===== src/rtl/lives_gameover_controller_pkg.sv =====
// Shared types and default geometry/timing for the lives / game-over controller.
package lives_gameover_controller_pkg;

  typedef enum logic [1:0] {ARM, PLAY, MISS, OVER} state_t;

  localparam int HRES          = 640;
  localparam int VRES          = 480;
  localparam int PADDLE_H      = 16;
  localparam int PADDLE_ROW    = VRES - PADDLE_H;
  localparam int LIVES         = 3;
  localparam int LIVES_W       = 2;
  localparam int MISS_PAUSE    = 60;
  localparam int RESTART_PAUSE = 120;
  localparam int PAUSE_W       = 8;
  localparam int OVL_VSTART    = 200;
  localparam int OVL_H         = 64;
  localparam int OVL_AW        = $clog2(OVL_H);
  localparam logic [23:0] COLOR_GMO = 24'hFF0000;

  // Byte idx of an RGB word: 0 = B, 1 = G, 2 = R.
  function automatic logic [7:0] color_byte(input logic [23:0] c, input int unsigned idx);
    return c[8*idx +: 8];
  endfunction

endpackage


===== src/rtl/lives_gameover_controller_if.sv =====
// Game-side signal bundle of the lives / game-over controller.
// master: the controller itself; slave: the surrounding game top.
interface lives_gameover_controller_if #(
  parameter int LIVES_W = lives_gameover_controller_pkg::LIVES_W,
  parameter int OVL_AW  = lives_gameover_controller_pkg::OVL_AW,
  parameter int HRES    = lives_gameover_controller_pkg::HRES
);
  logic                fsync;
  logic                active_obj;
  logic                active_paddle;
  logic                alien_reached_paddle;
  logic signed [11:0]  hpos;
  logic signed [11:0]  vpos;
  logic [OVL_AW-1:0]   rom_addr;
  logic [HRES-1:0]     rom_data;
  logic                game_over;
  logic                freeze;
  logic                life_lost;
  logic [LIVES_W-1:0]  lives;
  logic                use_overlay;
  logic [7:0]          pixel_overlay [0:2];

  modport master (
    input  fsync, active_obj, active_paddle, alien_reached_paddle, hpos, vpos, rom_data,
    output rom_addr, game_over, freeze, life_lost, lives, use_overlay, pixel_overlay
  );

  modport slave (
    output fsync, active_obj, active_paddle, alien_reached_paddle, hpos, vpos, rom_data,
    input  rom_addr, game_over, freeze, life_lost, lives, use_overlay, pixel_overlay
  );
endinterface


===== src/rtl/lives_gameover_controller_overlay_pixel_pipe.sv =====
// Two-stage overlay pixel path aligned to a synchronous bitmap ROM (rom_data
// valid one cycle after rom_addr); output lags hpos/vpos by two pixel clocks.
module overlay_pixel_pipe
  import lives_gameover_controller_pkg::*;
#(
  parameter int          HRES       = 640,
  parameter int          OVL_VSTART = 200,
  parameter int          OVL_H      = 64,
  parameter int          OVL_AW     = 6,
  parameter logic [23:0] OVL_COLOR  = 24'hFF0000
) (
  input  logic               pixel_clk,
  input  logic               rst,
  input  logic               en,
  input  logic signed [11:0] hpos,
  input  logic signed [11:0] vpos,
  output logic [OVL_AW-1:0]  rom_addr,
  input  logic [HRES-1:0]    rom_data,
  output logic [7:0]         pixel_overlay [0:2]
);
  localparam int HW = $clog2(HRES);

  logic          in_win;
  logic          in_win_d;
  logic [HW-1:0] hpos_d;
  logic          lit;

  assign rom_addr = OVL_AW'(vpos - 12'(OVL_VSTART));

  assign in_win = (int'(vpos) >= OVL_VSTART) && (int'(vpos) < OVL_VSTART + OVL_H) &&
                  (int'(hpos) >= 0) && (int'(hpos) < HRES);

  // Column forced to 0 outside the window so rom_data is never indexed past HRES-1.
  always_ff @(posedge pixel_clk or posedge rst) begin
    if (rst) begin
      in_win_d <= 1'b0;
      hpos_d   <= '0;
    end else begin
      in_win_d <= in_win;
      hpos_d   <= in_win ? HW'(hpos) : '0;
    end
  end

  assign lit = en && in_win_d && rom_data[hpos_d];

  always_ff @(posedge pixel_clk or posedge rst) begin
    if (rst) begin
      for (int unsigned i = 0; i < 3; i++) pixel_overlay[i] <= '0;
    end else begin
      for (int unsigned i = 0; i < 3; i++)
        pixel_overlay[i] <= lit ? color_byte(OVL_COLOR, i) : '0;
    end
  end

endmodule


===== src/rtl/lives_gameover_controller.sv =====
// Lives / miss / game-over controller with frozen pauses and a ROM bitmap overlay.
// Optional GAMEOVER_BLINK_EN: overlay blinks 16 frames on / 16 off during OVER.
module lives_gameover_controller #(
  parameter int          LIVES         = lives_gameover_controller_pkg::LIVES,
  parameter int          LIVES_W       = lives_gameover_controller_pkg::LIVES_W,
  parameter int          MISS_PAUSE    = lives_gameover_controller_pkg::MISS_PAUSE,
  parameter int          RESTART_PAUSE = lives_gameover_controller_pkg::RESTART_PAUSE,
  parameter int          PAUSE_W       = lives_gameover_controller_pkg::PAUSE_W,
  parameter int          PADDLE_ROW    = lives_gameover_controller_pkg::PADDLE_ROW,
  parameter int          OVL_VSTART    = lives_gameover_controller_pkg::OVL_VSTART,
  parameter int          OVL_H         = lives_gameover_controller_pkg::OVL_H,
  parameter int          HRES          = lives_gameover_controller_pkg::HRES,
  parameter logic [23:0] OVL_COLOR     = lives_gameover_controller_pkg::COLOR_GMO
) (
  input  logic                         pixel_clk,
  input  logic                         rst,
  lives_gameover_controller_if.master  bus
);
  import lives_gameover_controller_pkg::*;

  localparam int AW = $clog2(OVL_H);

  logic [1:0]         rst_q;
  logic               rst_i;
  state_t             state_q, state_d;
  logic [LIVES_W-1:0] lives_q, lives_d;
  logic [PAUSE_W-1:0] cnt_q, cnt_d, cnt_inc;
  logic               life_lost_q, life_lost_d;
  logic               ball_q, ball_d, hit_q, hit_d, alien_q, alien_d;
  logic               on_row;
  logic               ovl_en;

  // Reset asserts asynchronously, releases two clocks after rst falls.
  always_ff @(posedge pixel_clk or posedge rst) begin
    if (rst) rst_q <= 2'b11;
    else     rst_q <= {rst_q[0], 1'b0};
  end
  assign rst_i = rst_q[1];

  always_ff @(posedge pixel_clk or posedge rst_i) begin
    if (rst_i) begin
      state_q     <= ARM;
      lives_q     <= LIVES_W'(LIVES);
      cnt_q       <= '0;
      life_lost_q <= 1'b0;
      ball_q      <= 1'b0;
      hit_q       <= 1'b0;
      alien_q     <= 1'b0;
    end else begin
      state_q     <= state_d;
      lives_q     <= lives_d;
      cnt_q       <= cnt_d;
      life_lost_q <= life_lost_d;
      ball_q      <= ball_d;
      hit_q       <= hit_d;
      alien_q     <= alien_d;
    end
  end

  assign on_row  = bus.active_obj && (int'(bus.vpos) == PADDLE_ROW);
  assign cnt_inc = cnt_q + PAUSE_W'(1);

  // Pause counters count the fsync itself, so a pause of N releases on the
  // Nth fsync after entry and play is frozen for exactly N frames.
  always_comb begin
    state_d     = state_q;
    lives_d     = lives_q;
    cnt_d       = cnt_q;
    life_lost_d = 1'b0;
    ball_d      = ball_q;
    hit_d       = hit_q;
    alien_d     = alien_q;
    case (state_q)
      ARM: begin
        ball_d  = 1'b0;
        hit_d   = 1'b0;
        alien_d = 1'b0;
        if (bus.fsync) state_d = PLAY;
      end
      PLAY: begin
        if (bus.fsync) begin
          ball_d  = 1'b0;
          hit_d   = 1'b0;
          alien_d = 1'b0;
          cnt_d   = '0;
          if (alien_q) begin
            state_d = OVER;
            lives_d = '0;
          end else if (ball_q && !hit_q) begin
            life_lost_d = 1'b1;
            if (lives_q > LIVES_W'(1)) begin
              state_d = MISS;
              lives_d = lives_q - LIVES_W'(1);
            end else begin
              state_d = OVER;
              lives_d = '0;
            end
          end
        end else begin
          if (on_row)                      ball_d  = 1'b1;
          if (on_row && bus.active_paddle) hit_d   = 1'b1;
          if (bus.alien_reached_paddle)    alien_d = 1'b1;
        end
      end
      MISS: begin
        ball_d  = 1'b0;
        hit_d   = 1'b0;
        alien_d = 1'b0;
        if (bus.fsync) begin
          if (cnt_inc == PAUSE_W'(MISS_PAUSE)) begin
            state_d = PLAY;
            cnt_d   = '0;
          end else begin
            cnt_d = cnt_inc;
          end
        end
      end
      OVER: begin
        ball_d  = 1'b0;
        hit_d   = 1'b0;
        alien_d = 1'b0;
        if (bus.fsync) begin
          if (cnt_inc == PAUSE_W'(RESTART_PAUSE)) begin
            state_d = PLAY;
            lives_d = LIVES_W'(LIVES);
            cnt_d   = '0;
          end else begin
            cnt_d = cnt_inc;
          end
        end
      end
      default: state_d = ARM;
    endcase
  end

  assign bus.game_over   = (state_q == OVER);
  assign bus.freeze      = (state_q == MISS) || (state_q == OVER);
  assign bus.use_overlay = bus.game_over;
  assign bus.life_lost   = life_lost_q;
  assign bus.lives       = lives_q;

`ifdef GAMEOVER_BLINK_EN
  assign ovl_en = bus.game_over && !cnt_q[4];
`else
  assign ovl_en = bus.game_over;
`endif

  overlay_pixel_pipe #(
    .HRES       (HRES),
    .OVL_VSTART (OVL_VSTART),
    .OVL_H      (OVL_H),
    .OVL_AW     (AW),
    .OVL_COLOR  (OVL_COLOR)
  ) u_pipe (
    .pixel_clk     (pixel_clk),
    .rst           (rst_i),
    .en            (ovl_en),
    .hpos          (bus.hpos),
    .vpos          (bus.vpos),
    .rom_addr      (bus.rom_addr),
    .rom_data      (bus.rom_data),
    .pixel_overlay (bus.pixel_overlay)
  );

endmodule


===== src/flat_wrapper.sv =====
// flat-port wrapper written by rule: the top's interface ports become plain ports
module lives_gameover_controller_flat import lives_gameover_controller_pkg::*;
#(
  parameter int          LIVES         = lives_gameover_controller_pkg::LIVES,
  parameter int          LIVES_W       = lives_gameover_controller_pkg::LIVES_W,
  parameter int          MISS_PAUSE    = lives_gameover_controller_pkg::MISS_PAUSE,
  parameter int          RESTART_PAUSE = lives_gameover_controller_pkg::RESTART_PAUSE,
  parameter int          PAUSE_W       = lives_gameover_controller_pkg::PAUSE_W,
  parameter int          PADDLE_ROW    = lives_gameover_controller_pkg::PADDLE_ROW,
  parameter int          OVL_VSTART    = lives_gameover_controller_pkg::OVL_VSTART,
  parameter int          OVL_H         = lives_gameover_controller_pkg::OVL_H,
  parameter int          HRES          = lives_gameover_controller_pkg::HRES,
  parameter logic [23:0] OVL_COLOR     = lives_gameover_controller_pkg::COLOR_GMO
)
  (pixel_clk, rst, bus_fsync, bus_active_obj, bus_active_paddle, bus_alien_reached_paddle, bus_hpos, bus_vpos, bus_rom_data, bus_rom_addr, bus_game_over, bus_freeze, bus_life_lost, bus_lives, bus_use_overlay, bus_pixel_overlay);
  lives_gameover_controller_if #(.LIVES_W(LIVES_W), .HRES(HRES)) bus_i ();
  input  logic pixel_clk;
  input  logic rst;
  input wire logic [$bits(bus_i.fsync)-1:0] bus_fsync;
  input wire logic [$bits(bus_i.active_obj)-1:0] bus_active_obj;
  input wire logic [$bits(bus_i.active_paddle)-1:0] bus_active_paddle;
  input wire logic [$bits(bus_i.alien_reached_paddle)-1:0] bus_alien_reached_paddle;
  input wire logic [$bits(bus_i.hpos)-1:0] bus_hpos;
  input wire logic [$bits(bus_i.vpos)-1:0] bus_vpos;
  input wire logic [$bits(bus_i.rom_data)-1:0] bus_rom_data;
  output wire logic [$bits(bus_i.rom_addr)-1:0] bus_rom_addr;
  output wire logic [$bits(bus_i.game_over)-1:0] bus_game_over;
  output wire logic [$bits(bus_i.freeze)-1:0] bus_freeze;
  output wire logic [$bits(bus_i.life_lost)-1:0] bus_life_lost;
  output wire logic [$bits(bus_i.lives)-1:0] bus_lives;
  output wire logic [$bits(bus_i.use_overlay)-1:0] bus_use_overlay;
  output wire logic [$bits(bus_i.pixel_overlay)-1:0] bus_pixel_overlay;
  assign bus_i.fsync = bus_fsync;
  assign bus_i.active_obj = bus_active_obj;
  assign bus_i.active_paddle = bus_active_paddle;
  assign bus_i.alien_reached_paddle = bus_alien_reached_paddle;
  assign bus_i.hpos = bus_hpos;
  assign bus_i.vpos = bus_vpos;
  assign bus_i.rom_data = bus_rom_data;
  assign bus_rom_addr = bus_i.rom_addr;
  assign bus_game_over = bus_i.game_over;
  assign bus_freeze = bus_i.freeze;
  assign bus_life_lost = bus_i.life_lost;
  assign bus_lives = bus_i.lives;
  assign bus_use_overlay = bus_i.use_overlay;
  assign bus_pixel_overlay = {>>{bus_i.pixel_overlay}};
  lives_gameover_controller #(.LIVES(LIVES), .LIVES_W(LIVES_W), .MISS_PAUSE(MISS_PAUSE), .RESTART_PAUSE(RESTART_PAUSE), .PAUSE_W(PAUSE_W), .PADDLE_ROW(PADDLE_ROW), .OVL_VSTART(OVL_VSTART), .OVL_H(OVL_H), .HRES(HRES), .OVL_COLOR(OVL_COLOR)) u_core (.pixel_clk(pixel_clk), .rst(rst), .bus(bus_i));
endmodule

===== config.mk =====
export PLATFORM = sky130hd
export DESIGN_NAME = lives_gameover_controller_flat
export DESIGN_NICKNAME = d
export VERILOG_FILES = /design/src/rtl/lives_gameover_controller_pkg.sv /design/src/rtl/lives_gameover_controller_if.sv /design/src/rtl/lives_gameover_controller_overlay_pixel_pipe.sv /design/src/rtl/lives_gameover_controller.sv /design/src/flat_wrapper.sv
export SDC_FILE = /design/constraint.sdc
export NUM_CORES = 1
export LEC_CHECK = 0
export ABC_AREA = 0
export ABC_CLOCK_PERIOD_IN_PS = 2400
export BUFFER_PORTS_ARGS = -buffer_cell sky130_fd_sc_hd__buf_2
export CAP_MARGIN = 30
export CORE_AREA = 5 5 274 276
export DETAILED_ROUTE_END_ITERATION = 8
export DIE_AREA = 0 0 279 281
export PLACE_DENSITY = 0.38
export REMOVE_ABC_BUFFERS = 1
export SLEW_MARGIN = 10
export SYNTH_ARGS = -nofsm -noshare
export SYNTH_HDL_FRONTEND = slang
export SYNTH_HIERARCHICAL = 1
export SYNTH_SLANG_ARGS = --single-unit
export TNS_END_PERCENT = 50

===== constraint.sdc =====
create_clock -name pixel_clk -period 2.4 [get_ports pixel_clk]
set_clock_uncertainty 0.05 [all_clocks]
set_input_delay 0.48 -clock pixel_clk [delete_from_list [all_inputs] [get_ports pixel_clk]]
set_output_delay 0.48 -clock pixel_clk [all_outputs]
set_load 0.05 [all_outputs]

==> reports/metrics.cfg <==
[status]
status=complete, but fails checks
failed_checks=setup timing

[timing]
grt_setup_unrepaired=true
max-slew-margin-rel_pct=38.10
hold_viol=0
min_period_ns=2.826
worst_pin_slew_ns=0.9214
maxSlewViolCount=0
setup_violations=1
tns_ns=-0.4262
fin_ws_ns=-0.4262
min_period_over_period_pct=117.8
fmax_mhz=353.8

[global_routing]
antenna_found_initial=20
grt_max_degree=34
grt_pass1_vias=10470
overflow=0
grt_util_all_layers_pct=13.32
grt_pass1_wl_um=76160

[logic_synthesis]
synthSimpleGateAreaFrac_pct=12.01
synth.area.top_cells=mux4_2 47%, dfrtp_1 9.0%, mux2i_1 8.5%
synth_top_family_by_area=multiplexers
synth_top_area_share_pct=46.82
synth_cell_types=66
muxShareOfSynthArea_pct=55.83
async_reset_ff_share_pct=100.0
synthCells=644
synth_xor_area_share_pct=0.3618
synth_fa_ha_area_share_pct=0.5168
synth.avg_cell_area_um2=11.28
synth_compound_area_share_pct=11.40
ys_seq_area_share_pct=10.40
ys.warnings.count=6
synthFlopType=dfrtp_1
synth_area_leader_cell=mux4_2
synth-edff-count=0
ys_seq_elements=30
netlist_area_um2=7263

[worst_setup_path]
path_class=register to register
cp_max_fo=4
crit_cells=11
r2r-end=u_core/u_pipe/pixel_overlay[6]
cp-startpoint=u_core/u_pipe/hpos_d[0]
crit_chain=buf_8 -> buf_16 -> mux4_2 -> mux4_2 -> mux2i_2 -> buf_4 -> nor2_2 -> nand4b_1 -> buf_4 -> nand4b_1 -> o211ai_1
reg2reg_slack_ns=-0.43
end_kind=register
cpLargestDelayFamily=multiplexers
cpPeakStageDelay_ns=0.51
start_kind=register
r2r_cells=11
crit_end=u_core/u_pipe/pixel_overlay[6]
required_ns=2.50
path_buf_inv=4
arrival_ns=2.93
regToRegStartpoint=u_core/u_pipe/hpos_d[0]
slowest_stage=dfrtp_4

[final_layout]
layout-drive-gt1-share_pct=72.58
layout_common_cells=689 x buf_2, 151 x mux4_2, 99 x buf_4, 59 x mux2i_1, 36 x nand2_1
syn2layout_area_growth_pct=76.57
final_common_cell=buf_2
nets=2058
fillers=8185
finish.utilization_pct=17.73

[clock_network]
tritoncts=built
clockRootBuffer=clkbuf_16
cts_sinks=30
clkLatencyLatePin_ns=0.28
cts_buffers=5
clkTransAtPathRegs_ns=0.06
clockBufferDepth=2
h-tree-depth=2

[die]
ios=706
core_area_um2=72340
die_h_um=281
fp.dieW_um=279
die-area_um2=78400
row_count=99
start_util_pct=10.04

[route]
ant_nets=0
vias=9275
drt-initial-drc-count=499
routed_wl_um=56190
routedWlPerCell_um=23.88
routed_via_density=3.942
drc=0
dr.pass1.iters=4

[power]
internal_power_uw=1886
leakage_uw=0.005501
switching_power_uw=1223
peakVddDrop_uv=280.6
power.density_nw_per_um2=242.4
pwr-share-comb_pct=56.8
clkPwrFrac_pct=21.5
sequentialPowerShare_pct=21.7
swShare_pct=39.35

[min_path]
hold_path.class=primary input to asynchronous set/reset pin

[placement]
dp_hpwl_um=49720
gp_congestion=0.9711
numPortBuffers=689

[run]
drv_cap=0

-- metrics by stage --
step           area (um2)  std cells  worst slack (ns)  hold WS (ns)  total power [uW]
2_1_floorplan        6699        565            -6.445        0.1681              1535
3_3_place_gp        12370       2322           -0.7843        0.2858              2429
3_5_place_dp        12370       2322           -0.8721        0.2773              2442
4_1_cts             12780       2345           -0.4546        0.1612              3137
5_1_grt             12810       2349           -0.5202        0.1728              3325
6_report            12820       2353           -0.4262        0.1692              3109
-- area by class of cell --
class                   count  area, um2  area share, %
diodes                      8      20.02         0.1561
flip-flops and latches     30      768.2          5.990
multi-input cells         519       5934          46.27
clock inverters             2      12.51        0.09756
well taps                 959       1200          9.356
clock buffers               6      138.9          1.083
repair buffers            813       4687          36.55
inverters                  16      63.81         0.4976
-- per-layer routing --
| layer | wire length [um] | track usage [%] | vias to the layer above | share of wire, % |
|---|---|---|---|---|
| li1 | - | - | 4144 | - |
| met3 | 4687 | 3.979 | 40 | 8.3 |
| met2 | 27530 | 23.10 | 458 | 49 |
| met4 | 575 | 1.433 | 6 | 1.0 |
| met1 | 23350 | 17.00 | 4627 | 42 |
| met5 | 43 | 0 | - | 0.077 |
-- worst register-to-register path, delay by kind of cell (launching register included) --
kind,cells,cell delay (ns)
AOI/OAI and AO/OA,1,0.10
DFF,1,0.51
muxes,3,1.13
buffers and inverters,4,0.62
and+or+nand+nor,3,0.29
-- registers in the layout, indices dropped and copies added, names as in the netlist --
register	flops
u_core/state_q	2
u_core/bus.life_lost	1
u_core/cnt_q	8
u_core/ball_q	1
u_core/u_pipe/pixel_overlay	1
u_core/rst_q	2
u_core/u_pipe/in_win_d	1
u_core/u_pipe/hpos_d	10
u_core/hit_q	1
u_core/alien_q	1
u_core/bus.lives	2
-- worst min-delay path by stage --
stage	start	end	slack, ns	cells after the start
6_report	rst	u_core/rst_q[0]	0.17	2
5_1_grt	rst	u_core/rst_q[0]	0.17	2
4_1_cts	rst	u_core/rst_q[0]	0.16	2
3_5_place_dp	u_core/rst_q[1]	u_core/u_pipe/hpos_d[0]	0.28	1
3_3_place_gp	u_core/rst_q[1]	u_core/u_pipe/hpos_d[0]	0.29	1
2_1_floorplan	u_core/rst_q[1]	u_core/u_pipe/hpos_d[0]	0.17	1
-- cells by family (layout without fill, tap and decap cells) --
group	after synthesis	after routing
compound gates	117	117
xor+xnor	3	3
fa+ha+maj	3	3
buf+inv	110	837
flops	30	30
mux	216	216
other cells	2	25
simple gates	163	163
-- synthesized netlist by cell type, types with 5 or more instances --
| cell | count |
|---|---|
| inv_1 | 11 |
| nand3_1 | 22 |
| buf_6 | 10 |
| nor3_1 | 19 |
| buf_1 | 5 |
| o31ai_1 | 5 |
| o221ai_1 | 14 |
| a31oi_1 | 12 |
| clkbuf_1 | 21 |
| mux4_2 | 151 |
| buf_2 | 19 |
| o21ai_0 | 13 |
| a21oi_1 | 14 |
| a22oi_1 | 13 |
| nor2_1 | 25 |
| mux2i_1 | 62 |
| dfrtp_1 | 26 |
| nand2_1 | 36 |
| and2_1 | 13 |
| nand2b_1 | 10 |
| o22ai_1 | 13 |
| nor2b_1 | 6 |
| buf_4 | 36 |
-- what timing repair did --
item                       4_1_cts  5_1_grt
setup endpoints to repair        1        1
pin swaps                        6        1
resized for setup               22        6
hold endpoints to repair         0        0
gates cloned                     1        0
setup buffers                   15        0
hold buffers                     0        0
-- power by group through the flow --
stage / registers, uW / clock network, uW / logic (uW)
2_1_floorplan: 772 / 0 / 763
3_3_place_gp: 682 / 0 / 1750
3_5_place_dp: 684 / 0 / 1760
4_1_cts: 675 / 692 / 1770
5_1_grt: 690 / 717 / 1920
6_report: 675 / 668 / 1770
Note: power is estimated with default switching activity, not from simulation.
